File: src/rtl/hova_seq_pkg.sv
// Shared state type and sizing helpers for the Hovalaag instruction sequencer.
package hova_seq_pkg;
   typedef enum logic [1:0] {ST_HOLD, ST_RUN, ST_PAUSE} seq_state_t;

   localparam int DEF_STAGES    = 10;
   localparam int DEF_PC_STAGE  = 7;
   localparam int DEF_OUT_STAGE = 0;
   localparam int STAGE_W       = 4;

   function automatic int nchunk(input int instr_w, input int chunk_w);
      return (instr_w + chunk_w - 1) / chunk_w;
   endfunction
endpackage

File: src/rtl/hova_instr_rom.sv
// Writable instruction store: one write port, one registered read port.
module hova_instr_rom
   import hova_seq_pkg::*;
#(
   parameter int INSTR_W = 32,
   parameter int ROM_AW  = 3
) (
   input  logic               clk12MHz,
   input  logic               reset_n,
   input  logic               i_we,
   input  logic [ROM_AW-1:0]  i_waddr,
   input  logic [INSTR_W-1:0] i_wdata,
   input  logic               i_re,
   input  logic [ROM_AW-1:0]  i_raddr,
   output logic [INSTR_W-1:0] o_rdata
);
   logic [INSTR_W-1:0] r_mem [2**ROM_AW];
   logic [INSTR_W-1:0] r_rdata;

   // Contents survive reset; only the fetched word is cleared.
   always_ff @(posedge clk12MHz) begin
      if (i_we) r_mem[i_waddr] <= i_wdata;
   end

   always_ff @(posedge clk12MHz) begin
      if (!reset_n)  r_rdata <= '0;
      else if (i_re) r_rdata <= r_mem[i_raddr];
   end

   assign o_rdata = r_rdata;
endmodule

File: src/rtl/hova_sequencer.sv
// Feeds ROM instructions to a chunk-fed Hovalaag CPU on a divided clock and
// tracks its PC/output, with run/halt/step control and a PC breakpoint.
module hova_sequencer
   import hova_seq_pkg::*;
#(
   parameter int DIV_BITS     = 19,
   parameter int INSTR_W      = 32,
   parameter int CHUNK_W      = 6,
   parameter int STAGES       = DEF_STAGES,
   parameter int PC_W         = 8,
   parameter int ROM_AW       = 3,
   parameter int RESET_CYCLES = 20,
   parameter int PC_STAGE     = DEF_PC_STAGE,
   parameter int OUT_STAGE    = DEF_OUT_STAGE
) (
   input  logic               clk12MHz,
   input  logic               reset_n,
   input  logic [PC_W-1:0]    dut_out,
   output logic               dut_clk,
   output logic               dut_rst_n,
   output logic [CHUNK_W-1:0] dut_data,
   input  logic               rom_we,
   input  logic [ROM_AW-1:0]  rom_waddr,
   input  logic [INSTR_W-1:0] rom_wdata,
   input  logic               go,
   input  logic               halt,
   input  logic               step,
   input  logic               bp_en,
   input  logic [PC_W-1:0]    bp_addr,
   output logic [PC_W-1:0]    pc,
   output logic [3:0]         stage,
   output logic [PC_W-1:0]    out_data,
   output logic               out_valid,
   output logic               paused,
   output logic               bp_hit
);
   localparam int NCHUNK = nchunk(INSTR_W, CHUNK_W);
   localparam int PAD_W  = NCHUNK * CHUNK_W;
   localparam int HOLD_W = $clog2(RESET_CYCLES + 1);

   localparam logic [STAGE_W-1:0]  LAST_STAGE = STAGE_W'(STAGES - 1);
   localparam logic [STAGE_W-1:0]  PC_ST      = STAGE_W'(PC_STAGE);
   localparam logic [STAGE_W-1:0]  OUT_ST     = STAGE_W'(OUT_STAGE);
   localparam logic [HOLD_W-1:0]   HOLD_LAST  = HOLD_W'(RESET_CYCLES - 1);
   localparam logic [DIV_BITS-1:0] RISE_CNT   = {1'b0, {(DIV_BITS-1){1'b1}}};
   localparam logic [DIV_BITS-1:0] FALL_CNT   = '1;

   seq_state_t          r_state;
   logic [DIV_BITS-1:0] r_div_cnt;
   logic [HOLD_W-1:0]   r_hold_cnt;
   logic [STAGE_W-1:0]  r_stage;
   logic [PC_W-1:0]     r_pc;
   logic [PC_W-1:0]     r_out_data;
   logic                r_out_valid;
   logic                r_paused;
   logic                r_bp_hit;
   logic                r_bp_pending;
   logic                r_halt_pending;
   logic                r_step_active;
   logic [CHUNK_W-1:0]  r_dut_data;

   logic                w_rise;
   logic                w_fall;
   logic                w_fetch;
   logic                w_bp_match;
   logic                w_bp_now;
   logic [INSTR_W-1:0]  w_instr;
   logic [PAD_W-1:0]    w_pad;
   logic [CHUNK_W-1:0]  w_chunk;

   assign w_rise     = (r_div_cnt == RISE_CNT);
   assign w_fall     = (r_div_cnt == FALL_CNT);
   assign w_fetch    = w_rise && (((r_state == ST_RUN) && (r_stage == LAST_STAGE)) ||
                                  ((r_state == ST_HOLD) && (r_hold_cnt == HOLD_LAST)));
   assign w_bp_match = bp_en && (dut_out == bp_addr);
   // Covers a breakpoint sampled in the very boundary stage.
   assign w_bp_now   = r_bp_pending || ((r_stage == PC_ST) && w_bp_match);

   hova_instr_rom #(.INSTR_W(INSTR_W), .ROM_AW(ROM_AW)) u_rom (
      .clk12MHz (clk12MHz),
      .reset_n  (reset_n),
      .i_we     (rom_we),
      .i_waddr  (rom_waddr),
      .i_wdata  (rom_wdata),
      .i_re     (w_fetch),
      .i_raddr  (r_pc[ROM_AW-1:0]),
      .o_rdata  (w_instr)
   );

   assign w_pad = PAD_W'(w_instr);

   always_comb begin
      w_chunk = '0;
      for (int i = 0; i < NCHUNK; i++) begin
         if (r_stage == STAGE_W'(i)) w_chunk = w_pad[i*CHUNK_W +: CHUNK_W];
      end
   end

   always_ff @(posedge clk12MHz) begin
      if (!reset_n) begin
         r_state        <= ST_HOLD;
         r_div_cnt      <= '0;
         r_hold_cnt     <= '0;
         r_stage        <= '0;
         r_pc           <= '0;
         r_out_data     <= '0;
         r_out_valid    <= 1'b0;
         r_paused       <= 1'b0;
         r_bp_hit       <= 1'b0;
         r_bp_pending   <= 1'b0;
         r_halt_pending <= 1'b0;
         r_step_active  <= 1'b0;
         r_dut_data     <= '0;
      end else begin
         r_out_valid <= 1'b0;
         if (r_state != ST_PAUSE) r_div_cnt <= r_div_cnt + 1'b1;
         case (r_state)
            ST_HOLD: begin
               if (w_rise) begin
                  r_hold_cnt <= r_hold_cnt + 1'b1;
                  if (r_hold_cnt == HOLD_LAST) begin
                     r_state <= ST_RUN;
                     r_stage <= '0;
                  end
               end
            end
            ST_RUN: begin
               if (halt)    r_halt_pending <= 1'b1;
               else if (go) r_halt_pending <= 1'b0;
               if (w_rise) r_stage <= (r_stage == LAST_STAGE) ? '0 : r_stage + 1'b1;
               if (w_fall) begin
                  r_dut_data <= w_chunk;
                  if (r_stage == PC_ST) begin
                     r_pc <= dut_out;
                     if (w_bp_match) r_bp_pending <= 1'b1;
                  end
                  if (r_stage == OUT_ST) begin
                     r_out_data  <= dut_out;
                     r_out_valid <= 1'b1;
                  end
                  if ((r_stage == LAST_STAGE) && (r_halt_pending || w_bp_now || r_step_active)) begin
                     r_state        <= ST_PAUSE;
                     r_paused       <= 1'b1;
                     r_bp_hit       <= w_bp_now;
                     r_halt_pending <= 1'b0;
                     r_bp_pending   <= 1'b0;
                     r_step_active  <= 1'b0;
                  end
               end
            end
            ST_PAUSE: begin
               if (go && !halt) begin
                  r_state  <= ST_RUN;
                  r_paused <= 1'b0;
                  r_bp_hit <= 1'b0;
               end else if (step) begin
                  r_state       <= ST_RUN;
                  r_paused      <= 1'b0;
                  r_bp_hit      <= 1'b0;
                  r_step_active <= 1'b1;
               end
            end
            default: r_state <= ST_HOLD;
         endcase
      end
   end

   assign dut_clk   = r_div_cnt[DIV_BITS-1];
   assign dut_rst_n = (r_state != ST_HOLD);
   assign dut_data  = (r_state == ST_HOLD) ? CHUNK_W'(1) : r_dut_data;
   assign pc        = r_pc;
   assign stage     = r_stage;
   assign out_data  = r_out_data;
   assign out_valid = r_out_valid;
   assign paused    = r_paused;
   assign bp_hit    = r_bp_hit;
endmodule
File: config.mk
export PLATFORM = sky130hd
export DESIGN_NAME = hova_sequencer
export DESIGN_NICKNAME = d
export VERILOG_FILES = /design/src/rtl/hova_seq_pkg.sv /design/src/rtl/hova_instr_rom.sv /design/src/rtl/hova_sequencer.sv
export SDC_FILE = /design/constraint.sdc
export NUM_CORES = 1
export LEC_CHECK = 0
export BUFFER_PORTS_ARGS = -buffer_cell sky130_fd_sc_hd__buf_2
export CAP_MARGIN = 40
export CORE_MARGIN = 4
export CORE_UTILIZATION = 60
export CTS_BUF_LIST = sky130_fd_sc_hd__clkbuf_2 sky130_fd_sc_hd__clkbuf_4 sky130_fd_sc_hd__clkbuf_8
export DETAILED_ROUTE_END_ITERATION = 10
export GPL_TIMING_DRIVEN = 0
export HOLD_SLACK_MARGIN = 0.08
export PLACE_DENSITY_LB_ADDON = 0.3
export SKIP_LAST_GASP = 1
export SYNTH_ARGS = -nofsm -noshare
export SYNTH_HDL_FRONTEND = slang
export SYNTH_HIERARCHICAL = 1
export SYNTH_SLANG_ARGS = --single-unit
File: constraint.sdc
create_clock -name clk12MHz -period 4.7 [get_ports clk12MHz]
set_clock_uncertainty 0.1 [all_clocks]
set_input_delay 0.47 -clock clk12MHz [delete_from_list [all_inputs] [get_ports clk12MHz]]
set_output_delay 0.47 -clock clk12MHz [all_outputs]
set_load 0.01 [all_outputs]
==> impl_metrics.csv, run 1 <==
group,metric,value,unit
outcome,outcome,"finished, final reports clean",
critical_path,crit_arrival,3.42,ns
final_layout,drive_above_1_share,0.256,
drt,post_drt_via_cell_ratio,5.96,
pwr,peakVddDrop,0.266,mV
drt,wl_per_cell,20.5,um
pwr,switchingPower,1.24,mW
sta,slew-limit-headroom,0.435,
final_layout,final_cell_mix,"edfxtp_1 (256), buf_2 (93), dfxtp_1 (90)",
logic_synthesis,ys_async_sr_fraction,0,
drt,ant_nets,0,
drt,dr.first_iter.drc_count,706,
placed_design,place_ws,1.80,ns
die,start_util,0.610,
clocking,cts_root_buffer,"clkbuf_8",
logic_synthesis,syn_area_per_cell,14.8,um^2
sta,setup_violations,0,
global_route,grt_max_degree,22,
global_route,antenna_found_initial,0,
placed_design,dp_hpwl,19.5,mm
logic_synthesis,synth_cells,930,
sta,max_freq,333,MHz
pwr,p_seq_frac,0.557,
die,core-area,22600,um^2
sta,period_share,0.639,
run,maxCapViolCount,0,
sta,slew_violations,0,
logic_synthesis,synthesis.nets,990,
logic_synthesis,synth_top_area_cell,"edfxtp_1",
drt,first_pass_iters,5,
final_layout,final_common_cell,"edfxtp_1",
clocking,cts_buffers,53,
clocking,hold_buffers,36,
critical_path,crit_chain,"clkbuf_1 > nor4bb_1 > and2_1 > nor2_1 > nor2_1 > buf_1 > clkbuf_1 > o21ai_0 > a21oi_1",
global_route,met1_usage,0.319,
global_route,met2_usage,0.383,
global_route,gr-total-overflow,0,
logic_synthesis,ys_ff_latch,346,
final_layout,stdcell_area,16300,um^2
clocking,htreeDepth,2,
final_layout,utilization,0.721,
final_layout,syn_to_final_growth,18.3,%
die,die_h,159,um
pwr,p_sw_frac,0.205,
critical_path,timing.rr.end,"u_rom/o_rdata[16]$_SDFFE_PN0P_",
logic_synthesis,synth_enable_flop_cells,256,
placed_design,gp_congestion,0.859,
global_route,globalRouteTotalUtil,0.232,
clocking,clockBufferDepth,3,
sta,rsz0062_at_grt,"false",
hold_path,hp-class,"in -> reg",
global_route,busiest_layer,"met2",
logic_synthesis,synth.area.top_cells,"edfxtp_1 (56%), dfxtp_1 (13%), mux2_2 (5.2%)",
logic_synthesis,synth_warnings,6,
logic_synthesis,syn_area,13800,um^2
critical_path,timing.critical_path.buf_inv,3,
critical_path,crit_fanout,10,
critical_path,cp.required,5.11,ns
clocking,postCtsResizedCells,0,
hold_path,hold-path-endpoint,"u_rom/r_mem[2][29]$_DFFE_PP_",
die,die_area,25400,um^2
hold_path,min_from,"rom_wdata[29]",
die,io_pins,89,
drt,num_vias,8652,
pwr,p_int,4.82,mW
clocking,insertion_delay,0.59,ns
global_route,met3_usage,0.0448,
critical_path,cpPeakStageDelay,0.49,ns
critical_path,crit_type,"reg -> reg",
sta,worst_pin_slew,0.840,ns
sta,period_minus_slack,3.00,ns
placed_design,dpl_cell_area,14800,um^2
die,die_width,159,um
logic_synthesis,synth_seq_area_share,0.689,
global_route,grt_pass1_wl,47.0,mm
clocking,clkTransAtPathRegs,0.06,ns
clocking,cts.sinks,346,
die,row_count,55,
sta,finalHoldViolations,0,
placed_design,io_buffers,88,
critical_path,critical-path-top-delay-family,"buffers and inverters",
critical_path,reg2reg_from,"stage[0]$_SDFFE_PN0P_",
critical_path,critical_path.slowest_cell,"clkbuf_1",
sta,layout_setup_ws,1.70,ns
hold_path,holdPathStages,1,
critical_path,r2r.worst_path.cells,9,
pwr,power_frac_clock,0.412,
drt,drt-total-wl,29.8,mm
drt,drcViolationCount,0,
final_layout,nets,1182,
critical_path,r2r_setup_slack,1.70,ns
clocking,post_cts_buffers,0,
logic_synthesis,yosysUniqueCellTypes,53,
pwr,p_leak,5.54,nW
global_route,grt_pass1_vias,8689,
pwr,power_density,372,nW/um^2
logic_synthesis,synth_flop_cell,"edfxtp_1",
critical_path,start_kind,"register",
logic_synthesis,yosysTopAreaCellShare,0.559,
clocking,cts_tree,"built",
final_layout,antenna_cells,0,
pwr,p_comb_frac,0.032,
critical_path,critPathCaptureType,"register",
-- synthesized netlist by cell type (8+ instances only) --
cell type  count
xor2_1        14
clkbuf_1      36
a21oi_1       39
edfxtp_1     256
a22oi_1       15
nand2_1       40
o21ai_0       50
o221ai_1      13
nor2_1        42
nor2b_1       13
xnor2_1       15
mux2_2        64
dfxtp_1       90
nand3_1       30
o22ai_1       19
mux2i_1       70
a221o_1       19
nand4_1        8
-- routing by layer --
layer,routed length [um],up-vias
li1,-,4010
met1,12800,4272
met2,14600,325
met3,1930,45
met4,510,0
met5,0,-
-- kinds of logic after synthesis --
logic type	synth area share
AOI/OAI and AO/OA	0.0851
xor gates and xnor gates	0.0185
adders and majority gates	0.00182
buffers and inverters	0.0236
DFF	0.689
muxes	0.113
and+or+nand+nor	0.0685
-- metrics by stage --
stage	setup TNS (ns)	cells	power [mW]	hold slack, ns
floorplan	0	930	3.51	0.325
global placement	-33.36	1303	3.59	0.340
detailed placement	0	1315	3.61	0.343
CTS	0	1451	6.12	0.0804
global route	0	1452	6.29	0.0903
finish	0	1452	6.06	0.0965
-- registers in the layout, summed over array words and instances (netlist names) --
signal / cells
pc: 8
r_div_cnt: 19
paused: 1
r_state: 2
r_hold_cnt: 5
r_halt_pending: 1
r_step_active: 1
r_bp_pending: 1
bp_hit: 1
u_rom/r_mem: 256
stage: 4
out_data: 8
r_dut_data: 6
out_valid: 1
u_rom/o_rdata: 32
-- final cells by class --
type / count / area [um^2]
Fill cell: 1461 / 6290
Sequential cell: 346 / 9490
Clock inverter: 11 / 72.6
Buffer: 55 / 310
Tap cell: 285 / 357
Clock buffer: 89 / 1030
Timing Repair Buffer: 137 / 1000
Multi-Input combinational cell: 525 / 4000
Inverter: 4 / 15.0
-- worst register-to-register path: cells and delay by family, from the launching register on --
kind	cells	cell delay (ns)
and+or+nand+nor	4	0.87
AOI/OAI and AO/OA	2	0.33
buffers and inverters	3	1.30
DFF	1	0.36
-- power groups by stage --
stage                     clock [mW]  sequential (mW)  combinational, mW
after floorplan                    0             3.44             0.0725
after global placement             0             3.44              0.148
after detailed placement           0             3.44              0.170
after CTS                       2.55             3.37              0.193
after global routing            2.70             3.38              0.212
final                           2.50             3.37              0.193
-- worst max path at each step --
stage / startpoint / end / cells after the start
after floorplan: rom_waddr[2] / u_rom/r_mem[0][0]$_DFFE_PP_ / 2
after global placement: rom_waddr[2] / u_rom/r_mem[0][1]$_DFFE_PP_ / 3
after detailed placement: stage[0]$_SDFFE_PN0P_ / u_rom/o_rdata[26]$_SDFFE_PN0P_ / 9
after CTS: stage[0]$_SDFFE_PN0P_ / u_rom/o_rdata[16]$_SDFFE_PN0P_ / 9
after global routing: stage[0]$_SDFFE_PN0P_ / u_rom/o_rdata[25]$_SDFFE_PN0P_ / 9
final: stage[0]$_SDFFE_PN0P_ / u_rom/o_rdata[16]$_SDFFE_PN0P_ / 9
(Power assumes the default switching activity.)
==> run 2: changes to the inputs <==
--- a/config.mk
+++ b/config.mk
@@ -5,6 +5,7 @@
 export SDC_FILE = /design/constraint.sdc
 export NUM_CORES = 1
 export LEC_CHECK = 0
+export ABC_AREA = 1
 export BUFFER_PORTS_ARGS = -buffer_cell sky130_fd_sc_hd__buf_2
 export CAP_MARGIN = 40
 export CORE_MARGIN = 4
==> constraint.sdc (replaced) <==
create_clock -name clk12MHz -period 3 [get_ports clk12MHz]
set_clock_uncertainty 0.1 [all_clocks]
set_input_delay 0.3 -clock clk12MHz [delete_from_list [all_inputs] [get_ports clk12MHz]]
set_output_delay 0.3 -clock clk12MHz [all_outputs]
set_load 0.01 [all_outputs]
==> impl_metrics.csv, run 2 <==
group,metric,value,unit
logic_synthesis,synth_flop_cell,"edfxtp_1",
logic_synthesis,synth_seq_area_share,0.630,
sta,finalHoldViolations,0,
critical_path,crit_chain,"inv_1 > nor2_2 > inv_1 > nor3_2 > inv_1 > o32ai_1 > clkbuf_2 > clkbuf_1 > o21ai_0 > a21oi_1",
clocking,cts.sinks,346,
die,die_width,166,um
logic_synthesis,synthesis.nets,1673,
global_route,grt_max_degree,21,
outcome,outcome,"finished, final reports clean",
sta,rsz0062_at_grt,"false",
logic_synthesis,ys_async_sr_fraction,0,
logic_synthesis,synth_enable_flop_cells,256,
clocking,post_cts_buffers,0,
sta,setup_violations,0,
placed_design,placed_cells,2033,
final_layout,final_cell_mix,"nand2_1 (384), inv_1 (321), edfxtp_1 (256)",
hold_path,hp-class,"in -> reg",
critical_path,cp.required,3.40,ns
clocking,cts_buffers,54,
hold_path,hold-path-endpoint,"bp_hit$_SDFFE_PN0P_",
sta,finalHoldWorstSlack,0.149,ns
sta,period_share,0.917,
drt,drt-total-wl,38.3,mm
critical_path,crit_path_start,"stage[0]$_SDFFE_PN0P_",
run,maxCapViolCount,0,
pwr,p_comb_frac,0.037,
sta,setup_tns,0,ns
critical_path,cpPeakStageDelay,0.43,ns
logic_synthesis,synth.area.top_cells,"edfxtp_1 (51%), dfxtp_1 (12%), nand2_1 (9.6%)",
final_layout,fin_cells,2178,
placed_design,place_ws,0.232,ns
sta,layout_setup_ws,0.249,ns
hold_path,holdPathStages,7,
sta,slew-limit-headroom,0.372,
global_route,grt_pass1_wl,59.7,mm
critical_path,timing.critical_path.buf_inv,5,
logic_synthesis,syn_area_per_cell,9.33,um^2
critical_path,reg2reg_from,"stage[0]$_SDFFE_PN0P_",
drt,post_drt_via_cell_ratio,5.42,
placed_design,gp_congestion,0.943,
logic_synthesis,ys_ff_latch,346,
clocking,clkTransAtPathRegs,0.07,ns
pwr,p_int,7.58,mW
logic_synthesis,synth_top_area_cell,"edfxtp_1",
global_route,antenna_found_initial,0,
die,start_util,0.614,
logic_synthesis,yosysUniqueCellTypes,39,
clocking,cts_root_buffer,"clkbuf_8",
clocking,insertion_delay,0.59,ns
die,row_count,57,
final_layout,largest_reg_flops,256,
pwr,p_seq_frac,0.551,
global_route,grt_pass1_vias,11535,
placed_design,dpl_cell_area,16200,um^2
hold_path,min_from,"bp_en",
pwr,finalPower,9.60,mW
drt,first_pass_iters,5,
final_layout,fillers,1745,
pwr,power_density,542,nW/um^2
pwr,p_leak,7.87,nW
final_layout,regMostFlops,"u_rom/r_mem",
sta,worst_pin_slew,0.942,ns
pwr,peakVddDrop,0.548,mV
sta,slew_violations,0,
drt,drcViolationCount,0,
critical_path,critical-path-top-delay-family,"buffers and inverters",
critical_path,cp_common_cell,"inv_1",
critical_path,r2r_setup_slack,0.25,ns
final_layout,drive_above_1_share,0.139,
final_layout,utilization,0.721,
final_layout,antenna_cells,0,
die,die_h,166,um
placed_design,dp_hpwl,24.8,mm
placed_design,io_buffers,88,
pwr,p_sw_frac,0.210,
sta,period_minus_slack,2.75,ns
global_route,globalRouteTotalUtil,0.271,
critical_path,start_kind,"register",
critical_path,r2r.worst_path.cells,10,
clocking,cts_tree,"built",
die,core-area,24500,um^2
die,io_pins,89,
drt,ant_nets,0,
pwr,power_frac_clock,0.412,
drt,wl_per_cell,17.6,um
global_route,gr-total-overflow,0,
logic_synthesis,yosysTopAreaCellShare,0.511,
pwr,switchingPower,2.01,mW
drt,num_vias,11814,
logic_synthesis,synth_common_cells,"nand2_1 (384), inv_1 (321), edfxtp_1 (256), nand3_1 (222), dfxtp_1 (90)",
logic_synthesis,syn_area,15100,um^2
critical_path,crit_fanout,10,
final_layout,syn_to_final_growth,17.6,%
sta,max_freq,363,MHz
logic_synthesis,synth_warnings,6,
critical_path,crit_arrival,3.15,ns
final_layout,final_common_cell,"nand2_1",
die,die_area,27700,um^2
final_layout,stdcell_area,17700,um^2
critical_path,timing.rr.end,"u_rom/o_rdata[16]$_SDFFE_PN0P_",
critical_path,critPathCaptureType,"register",
final_layout,nets,1870,
logic_synthesis,synth.most_common_cell,"nand2_1",
drt,dr.first_iter.drc_count,1215,
clocking,htreeDepth,2,
clocking,clockBufferDepth,3,
critical_path,crit_type,"reg -> reg",
logic_synthesis,synth_cells,1613,
critical_path,critical_path.slowest_cell,"dfxtp_1",
==> run 2: cell count changes after synthesis, sizes merged, moves of 18 or more <==
cell | previous run | this run
a21oi | 39 | 75
a221o | 19 | 0
buf | 19 | 41
inv | 3 | 326
mux2 | 64 | 0
mux2i | 70 | 0
nand2 | 40 | 388
nand3 | 31 | 222
nor2 | 42 | 72
o21ai | 50 | 68
o22ai | 19 | 0
==> run 2: how the worst max path moves through the flow <==
stage	end	slack, ns	cells past startpoint
after floorplan	u_rom/r_mem[0][0]$_DFFE_PP_	0.68	3
after global placement	u_rom/r_mem[4][30]$_DFFE_PP_	-0.79	4
after global routing	u_rom/o_rdata[6]$_SDFFE_PN0P_	0.03	10
after detailed placement	u_rom/o_rdata[6]$_SDFFE_PN0P_	0.23	10
after CTS	u_rom/o_rdata[16]$_SDFFE_PN0P_	0.18	10
final	u_rom/o_rdata[16]$_SDFFE_PN0P_	0.25	10
==> run 2: repair_timing <==
item,in CTS,in global routing
hold buffers,45,0
hold endpoints to repair,277,0
setup endpoints to repair,0,28
resized for setup,0,1
==> run 2: layer usage <==
metal / up-vias / track usage / part of all wire
met5: - / 0 / 0
met4: 0 / 0.108 / 0.036
met3: 113 / 0.0422 / 0.11
met2: 666 / 0.446 / 0.47
met1: 5409 / 0.367 / 0.39
li1: 5626 / - / -
==> run 2: kinds of logic (layout without fill, tap and decap cells) <==
family | count (synthesis) | in the layout | share of synthesized area
xor+xnor | 4 | 4 | 0.00233
flops | 346 | 346 | 0.630
buf+inv | 392 | 633 | 0.103
simple gates | 708 | 708 | 0.205
compound gates | 161 | 161 | 0.0578
fa+ha+maj | 2 | 2 | 0.00166
==> run 2: power groups by stage <==
| stage | Sequential (mW) | Clock (mW) | Combinational (mW) |
|---|---|---|---|
| floorplan | 5.38 | 0 | 0.144 |
| global route | 5.29 | 4.25 | 0.397 |
| finish | 5.29 | 3.95 | 0.357 |
| CTS | 5.29 | 4.01 | 0.353 |
| detailed placement | 5.39 | 0 | 0.305 |
| global placement | 5.39 | 0 | 0.268 |
==> run 2: worst reg2reg max path: cells and delay by family, from the launching register on <==
kind / cells / cell delay, ns
flops: 1 / 0.43
compound gates: 3 / 0.69
buf+inv: 5 / 1.00
simple gates: 2 / 0.45
==> run 2: cell type report <==
| class | instances | area, um^2 | share of cell area |
|---|---|---|---|
| plain buffers | 66 | 317 | 0.0179 |
| flip-flops and latches | 346 | 9490 | 0.536 |
| inverters | 326 | 1230 | 0.0694 |
| clock inverters | 24 | 155 | 0.00877 |
| well taps | 324 | 405 | 0.0229 |
| multi-input cells | 875 | 4080 | 0.231 |
| repair buffers | 141 | 1080 | 0.0611 |
| clock buffers | 76 | 940 | 0.0531 |
